## config.mk

```make
export PLATFORM = sky130hd
export DESIGN_NAME = upload_packer
export DESIGN_NICKNAME = d
export VERILOG_FILES = /design/src/rtl/upload_pkg.sv /design/src/rtl/upload_payload_buf.sv /design/src/rtl/upload_packer.sv
export SDC_FILE = /design/constraint.sdc
export NUM_CORES = 1
export LEC_CHECK = 0
export CAP_MARGIN = 30
export CORE_MARGIN = 8
export CORE_UTILIZATION = 62
export DETAILED_ROUTE_END_ITERATION = 12
export PLACE_DENSITY_LB_ADDON = 0.12
export SLEW_MARGIN = 20
export SYNTH_ARGS = -nofsm -noshare
export SYNTH_HDL_FRONTEND = slang
export SYNTH_SLANG_ARGS = --single-unit
```

## constraint.sdc

```tcl
create_clock -name clk -period 5.59 [get_ports clk]
set_input_delay 0.559 -clock clk [delete_from_list [all_inputs] [get_ports clk]]
set_output_delay 0.559 -clock clk [all_outputs]
set_load 0.005 [all_outputs]
```

## src/rtl/upload_pkg.sv

```systemverilog
// Shared constants and transmit state encoding for the upload packer and
// the DSM handlers that feed it.
package upload_pkg;

    localparam logic [7:0] SYNC0   = 8'hAA;
    localparam logic [7:0] SYNC1   = 8'h44;
    localparam logic [7:0] SRC_DSM = 8'h03;

    typedef enum logic [2:0] {
        COLLECT,
        HDR0,
        HDR1,
        SRC,
        LENH,
        LENL,
        PAYLOAD,
        CSUM
    } pk_state_t;

endpackage

```

## src/rtl/upload_payload_buf.sv

```systemverilog
// Payload store: simple dual-port RAM, one write port, registered read.
// Contents are deliberately not reset.
module upload_payload_buf #(
    parameter int unsigned DEPTH = 64,
    parameter int unsigned AW    = 6
) (
    input  logic          clk,
    input  logic          wr_en,
    input  logic [AW-1:0] wr_addr,
    input  logic [7:0]    wr_data,
    input  logic [AW-1:0] rd_addr,
    output logic [7:0]    rd_data
);

    logic [7:0] mem [0:DEPTH-1];

    always_ff @(posedge clk) begin
        if (wr_en) begin
            mem[wr_addr] <= wr_data;
        end
        rd_data <= mem[rd_addr];
    end

endmodule

```

## src/rtl/upload_packer.sv

```systemverilog
// Collects upload bytes from one source into a packet and frames it as
// AA 44 src 00 len payload checksum towards the transport.
module upload_packer
    import upload_pkg::*;
#(
    parameter int unsigned MAX_PAYLOAD = 64,
    parameter int unsigned GAP_CYCLES  = 16
) (
    input  logic       clk,
    input  logic       rst_n,
    input  logic       upload_req,
    input  logic [7:0] upload_data,
    input  logic [7:0] upload_source,
    input  logic       upload_valid,
    output logic       upload_ready,
    output logic [7:0] tx_data,
    output logic       tx_valid,
    input  logic       tx_ready
);

    localparam int unsigned AW      = (MAX_PAYLOAD > 1) ? $clog2(MAX_PAYLOAD) : 1;
    localparam logic [7:0]  MAX_CNT = 8'(MAX_PAYLOAD);
    localparam logic [15:0] GAP_CNT = 16'(GAP_CYCLES);

    pk_state_t     state, state_nxt;
    logic [7:0]    count, csum, cur_src, rd_idx;
    logic [15:0]   idle;
    logic [7:0]    rd_data, cnt_nxt, byte_sum;
    logic [AW-1:0] rd_addr;
    logic          accept, tx_fire, close, last_pay;

    assign upload_ready = (state == COLLECT) && (count < MAX_CNT) &&
                          ((count == 8'd0) || (upload_source == cur_src));
    assign accept   = upload_valid && upload_ready;
    assign tx_fire  = tx_valid && tx_ready;
    assign last_pay = (rd_idx == count - 8'd1);
    assign cnt_nxt  = count + {7'd0, accept};
    assign byte_sum = ((count == 8'd0) ? upload_source : csum) +
                      (accept ? upload_data : 8'h00);
    assign close    = (state == COLLECT) && (count != 8'd0) &&
                      ((count == MAX_CNT) || (idle == GAP_CNT) ||
                       (upload_valid && (upload_source != cur_src)));

    // Read address runs one ahead on a PAYLOAD handshake so the registered
    // read already holds the next byte when the state machine gets there.
    assign rd_addr = (state == PAYLOAD && tx_fire) ? AW'(rd_idx + 8'd1) : rd_idx[AW-1:0];

    upload_payload_buf #(
        .DEPTH (MAX_PAYLOAD),
        .AW    (AW)
    ) u_buf (
        .clk     (clk),
        .wr_en   (accept),
        .wr_addr (count[AW-1:0]),
        .wr_data (upload_data),
        .rd_addr (rd_addr),
        .rd_data (rd_data)
    );

    always_ff @(posedge clk or negedge rst_n) begin
        if (!rst_n) state <= COLLECT;
        else        state <= state_nxt;
    end

    always_comb begin
        state_nxt = state;
        case (state)
            COLLECT: if (close)   state_nxt = HDR0;
            HDR0:    if (tx_fire) state_nxt = HDR1;
            HDR1:    if (tx_fire) state_nxt = SRC;
            SRC:     if (tx_fire) state_nxt = LENH;
            LENH:    if (tx_fire) state_nxt = LENL;
            LENL:    if (tx_fire) state_nxt = PAYLOAD;
            PAYLOAD: if (tx_fire && last_pay) state_nxt = CSUM;
            CSUM:    if (tx_fire) state_nxt = COLLECT;
            default: state_nxt = COLLECT;
        endcase
    end

    always_comb begin
        tx_valid = (state != COLLECT);
        tx_data  = 8'h00;
        case (state)
            HDR0:    tx_data = SYNC0;
            HDR1:    tx_data = SYNC1;
            SRC:     tx_data = cur_src;
            LENH:    tx_data = 8'h00;
            LENL:    tx_data = count;
            PAYLOAD: tx_data = rd_data;
            CSUM:    tx_data = csum;
            default: tx_data = 8'h00;
        endcase
    end

    // A byte accepted on the same cycle an idle timeout closes is folded
    // into the closing packet.
    always_ff @(posedge clk or negedge rst_n) begin
        if (!rst_n) begin
            count   <= '0;
            idle    <= '0;
            csum    <= '0;
            cur_src <= '0;
            rd_idx  <= '0;
        end else begin
            case (state)
                COLLECT: begin
                    count <= cnt_nxt;
                    if (accept && count == 8'd0) cur_src <= upload_source;
                    if (accept || upload_req)    idle <= '0;
                    else if (idle < GAP_CNT)     idle <= idle + 16'd1;
                    if (close)       csum <= byte_sum + cnt_nxt;
                    else if (accept) csum <= byte_sum;
                end
                PAYLOAD: begin
                    if (tx_fire) rd_idx <= last_pay ? 8'd0 : rd_idx + 8'd1;
                end
                CSUM: begin
                    if (tx_fire) begin
                        count <= '0;
                        idle  <= '0;
                        csum  <= '0;
                    end
                end
                default: ;
            endcase
        end
    end

endmodule

```

==> results of run 1 <==
-- cell type report --
class	count	share of cell area, %
diodes	2	0.01875
multi-input cells	1147	25.47
clock inverters	25	0.8626
flip-flops and latches	571	62.99
inverters	13	0.1828
repair buffers	73	2.447
clock buffers	75	5.598
well taps	518	2.429
-- worst register-to-register path, cell delays in order, from the launching register on --
cell      delay (ns)
dfrtp_1         0.62
inv_1           0.14
ha_1            0.29
nand4b_4        0.20
a21boi_1        0.45
nor2_2          0.12
and2_1          0.19
ha_1            0.21
fa_1            0.41
a21oi_1         0.15
nor2_1          0.06
nor2_1          0.16
xnor2_1         0.18
ha_1            0.30
o21a_1          0.13
a21oi_1         0.22
o21bai_1        0.09
a21oi_1         0.18
xor2_1          0.18
xnor3_1         0.24
o221ai_1        0.17
-- cell usage in the layout, fill, tap and decap left out, types with 16 or more instances in the layout --
cell type	synthesis	final
edfxtp_1	512	512
nand2_1	434	434
a21oi_1	145	145
nor2_1	101	99
a32oi_1	68	68
a32o_1	64	64
clkbuf_16	0	57
dfrtp_1	51	51
buf_4	1	37
ha_1	26	26
xor2_1	27	25
o22ai_1	24	24
a22oi_1	22	22
o21ai_0	21	21
clkdlybuf4s50_1	0	21
xnor2_1	21	20
clkbuf_1	83	18
mux2_2	17	17
o221ai_1	17	17
and2_1	16	16
a221oi_1	16	16
-- state kept, by name, summed over array words and instances, names as in the netlist --
name / cells
u_buf.mem: 512
idle: 16
cur_src: 8
count: 8
u_buf.rd_data: 8
rd_idx: 8
state: 3
csum: 8
-- routing by layer --
metal	track usage, %	part of all wire [%]	up-vias
met2	38.55	45	712
met3	5.710	9.3	113
li1	-	-	7022
met4	7.729	2.8	0
met1	37.27	43	7620
met5	0	0	-
-- worst paths after layout --
check | startpoint | to | slack [ns] | depth (start not counted)
worst max-delay path | count[0] | csum[7] | 0.79 | 20
worst min-delay path | rst_n | idle[15] | 0.07 | 2
worst max register to register | count[0] | csum[7] | 0.79 | 20
worst min register to register | idle[15] | idle[15] | 0.49 | 1
max in group asynchronous | rst_n | cur_src[2] | 5.03 | 2
min in group clk | idle[15] | idle[15] | 0.49 | 1
-- per-stage QoR --
| stage | hold slack (ns) | area [µm²] | std cells | util [%] |
|---|---|---|---|---|
| after CTS | 0.07091 | 26680 | 2422 | 69.20 |
| final | 0.06757 | 26690 | 2424 | 69.22 |
| after detailed placement | 0.4718 | 24960 | 2322 | 64.73 |
| after global routing | 0.1051 | 26680 | 2422 | 69.20 |
| after floorplan | 0.2634 | 24130 | 1855 | - |
| after global placement | 0.4715 | 24960 | 2322 | 64.73 |
-- cells in the mapped netlist (all sizes together) (7+ instances only) --
cell type and n:
edfxtp 512, nand2 434, a21oi 145, nor2 102, clkbuf 83, a32oi 68, a32o 64, dfrtp 51
buf 41, xor2 27, ha 26, o21ai 24, o22ai 24, a22oi 22, xnor2 22, mux2 18
and2 17, o221ai 17, a221oi 16, nand3 16, inv 12, a221o 8, a31oi 8, dfxtp 8
a21o 7, nor4 7, o31ai 7
-- power breakdown --
part / switching, mW / leakage, nW / internal, mW
Sequential: 0.184 / 5.34 / 4.80
Clock: 1.55 / 0.838 / 2.01
Combinational: 2.22 / 3.25 / 1.32
Total: 3.95 / 9.43 / 8.13
-- kinds of logic (layout without fill, tap and decap cells) --
logic type               count (synthesis)  in the layout  share of synthesized area [%]
AND/OR/NAND/NOR                        615            615                          10.59
flip-flops                             571            571                          69.67
XOR/XNOR                                50             50                          1.903
AO/OA/AOI/OAI                          430            430                          12.86
buffers and inverters                  137            186                          2.359
multiplexers                            24             24                          1.105
other                                    0              2                              0
adder cells (fa/ha/maj)                 28             28                          1.514
==> flow_metrics.env, run 1 <==
export IMPL_outcome="finished clean"
export IMPL_end_kind="register"
export IMPL_drive_above_1_share_pct=8.613
export IMPL_grt_max_degree=105
export IMPL_ys_ff_latch=571
export IMPL_yosysWarnings=0
export IMPL_synth_top_area_share_pct=63.72
export IMPL_rows=72
export IMPL_crit_buf_inv=1
export IMPL_rsz0062_at_grt="false"
export IMPL_path_max_fanout=10
export IMPL_synth_ff_type="edfxtp_1"
export IMPL_hold_viol=0
export IMPL_setup_slack_ns=0.7923
export IMPL_ant_nets=0
export IMPL_period_minus_slack_ns=4.798
export IMPL_required_ns=6.09
export IMPL_antenna_found_initial=4
export IMPL_total_power_mw=12.08
export IMPL_multi_input_area_um2=6798
export IMPL_cts_resized=0
export IMPL_register_area_um2=16810
export IMPL_seq_area_frac_synth_pct=69.67
export IMPL_routed_wl_um=57650
export IMPL_vias=15470
export IMPL_post_cts_buffers=0
export IMPL_power_density_nw_per_um2=452.7
export IMPL_cts_max_level=2
export IMPL_cpMaxStageDelayCell="dfrtp_1"
export IMPL_core_area_um2=38560
export IMPL_slew_headroom_pct=37.16
export IMPL_synthTopCellsByArea="edfxtp_1 64%, nand2_1 6.8%, dfrtp_1 5.3%"
export IMPL_drc=0
export IMPL_worstSetupPathType="register to register"
export IMPL_die_w_um=213.3
export IMPL_grt_pass1_vias=14660
export IMPL_cts_buffer_depth=3
export IMPL_globalplace_congestion=0.8969
export IMPL_syn_nets=1904
export IMPL_fmax_mhz=208.4
export IMPL_final_max_slew_viol_count=0
export IMPL_synth_edf_count=512
export IMPL_nNetsFinal=1912
export IMPL_max_cap_violations=0
export IMPL_async_reset_ff_share_pct=8.932
export IMPL_port_buffers=30
export IMPL_viasPerCell=6.381
export IMPL_firstDrtPassIters=5
export IMPL_vdd_ir_drop_worst_mv=0.3401
export IMPL_n_fill_cell=2733
export IMPL_routed_wire_length_per_instance_um=23.78
export IMPL_ios=31
export IMPL_avgSynthCellArea_um2=13.01
export IMPL_finalSetupViolCount=0
export IMPL_dpl_hpwl_um=34570
export IMPL_worst_pin_slew_ns=0.9425
export IMPL_grt_total_usage_pct=25.61
export IMPL_pre_cts_ws_ns=0.8059
export IMPL_hold_buffers=0
export IMPL_period_share_pct=85.83
export IMPL_clock_skew_ns=0.04163
export IMPL_synthCells=1855
export IMPL_cts_tree="done"
export IMPL_clock_sinks=571
export IMPL_arrival_ns=5.29
export IMPL_clock_root_buffer="clkbuf_16"
export IMPL_crit_chain="inv_1 > ha_1 > nand4b_4 > a21boi_1 > nor2_2 > and2_1 > ha_1 > fa_1 > a21oi_1 > nor2_1 > nor2_1 > xnor2_1 > ha_1 > o21a_1 > a21oi_1 > o21bai_1 > a21oi_1 > xor2_1 > xnor3_1 > o221ai_1"
export IMPL_numCtsBuffers=57
export IMPL_min_path_type="primary input to asynchronous set/reset pin"
export IMPL_dr_first_iter_drc_count=1896
export IMPL_die_area_um2=45480
export IMPL_path_clk_slew_ns=0.06
export IMPL_grt_overflow_total=0
export IMPL_cpLargestDelayFamily="compound AO/OA/AOI/OAI gates"
export IMPL_syn_area_um2=24130
export IMPL_insertion_delay_ns=0.62
export IMPL_yosys_cell_types_count=69
export IMPL_syn_to_final_growth_pct=10.61
export IMPL_start_util_pct=62.58
export IMPL_grt_first_pass_wirelength_um=88240
export IMPL_tns_ns=0
export IMPL_startpoint_type="register"
export IMPL_leakagePower_nw=9.432
export IMPL_cpPeakStageDelay_ns=0.62
export IMPL_yosys_area_top_type="edfxtp_1"
export IMPL_fp_dieH_um=213.3
No activity file was read; power rests on OpenSTA's default activity.
==> run 2: changes to the inputs <==
--- a/config.mk
+++ b/config.mk
@@ -5,7 +5,7 @@
 export SDC_FILE = /design/constraint.sdc
 export NUM_CORES = 1
 export LEC_CHECK = 0
-export CAP_MARGIN = 30
+export CAP_MARGIN = 5
 export CORE_MARGIN = 8
 export CORE_UTILIZATION = 62
 export DETAILED_ROUTE_END_ITERATION = 12
==> results of run 2 <==
No change in the layout: final DEF, timing and power equal those of run 1.
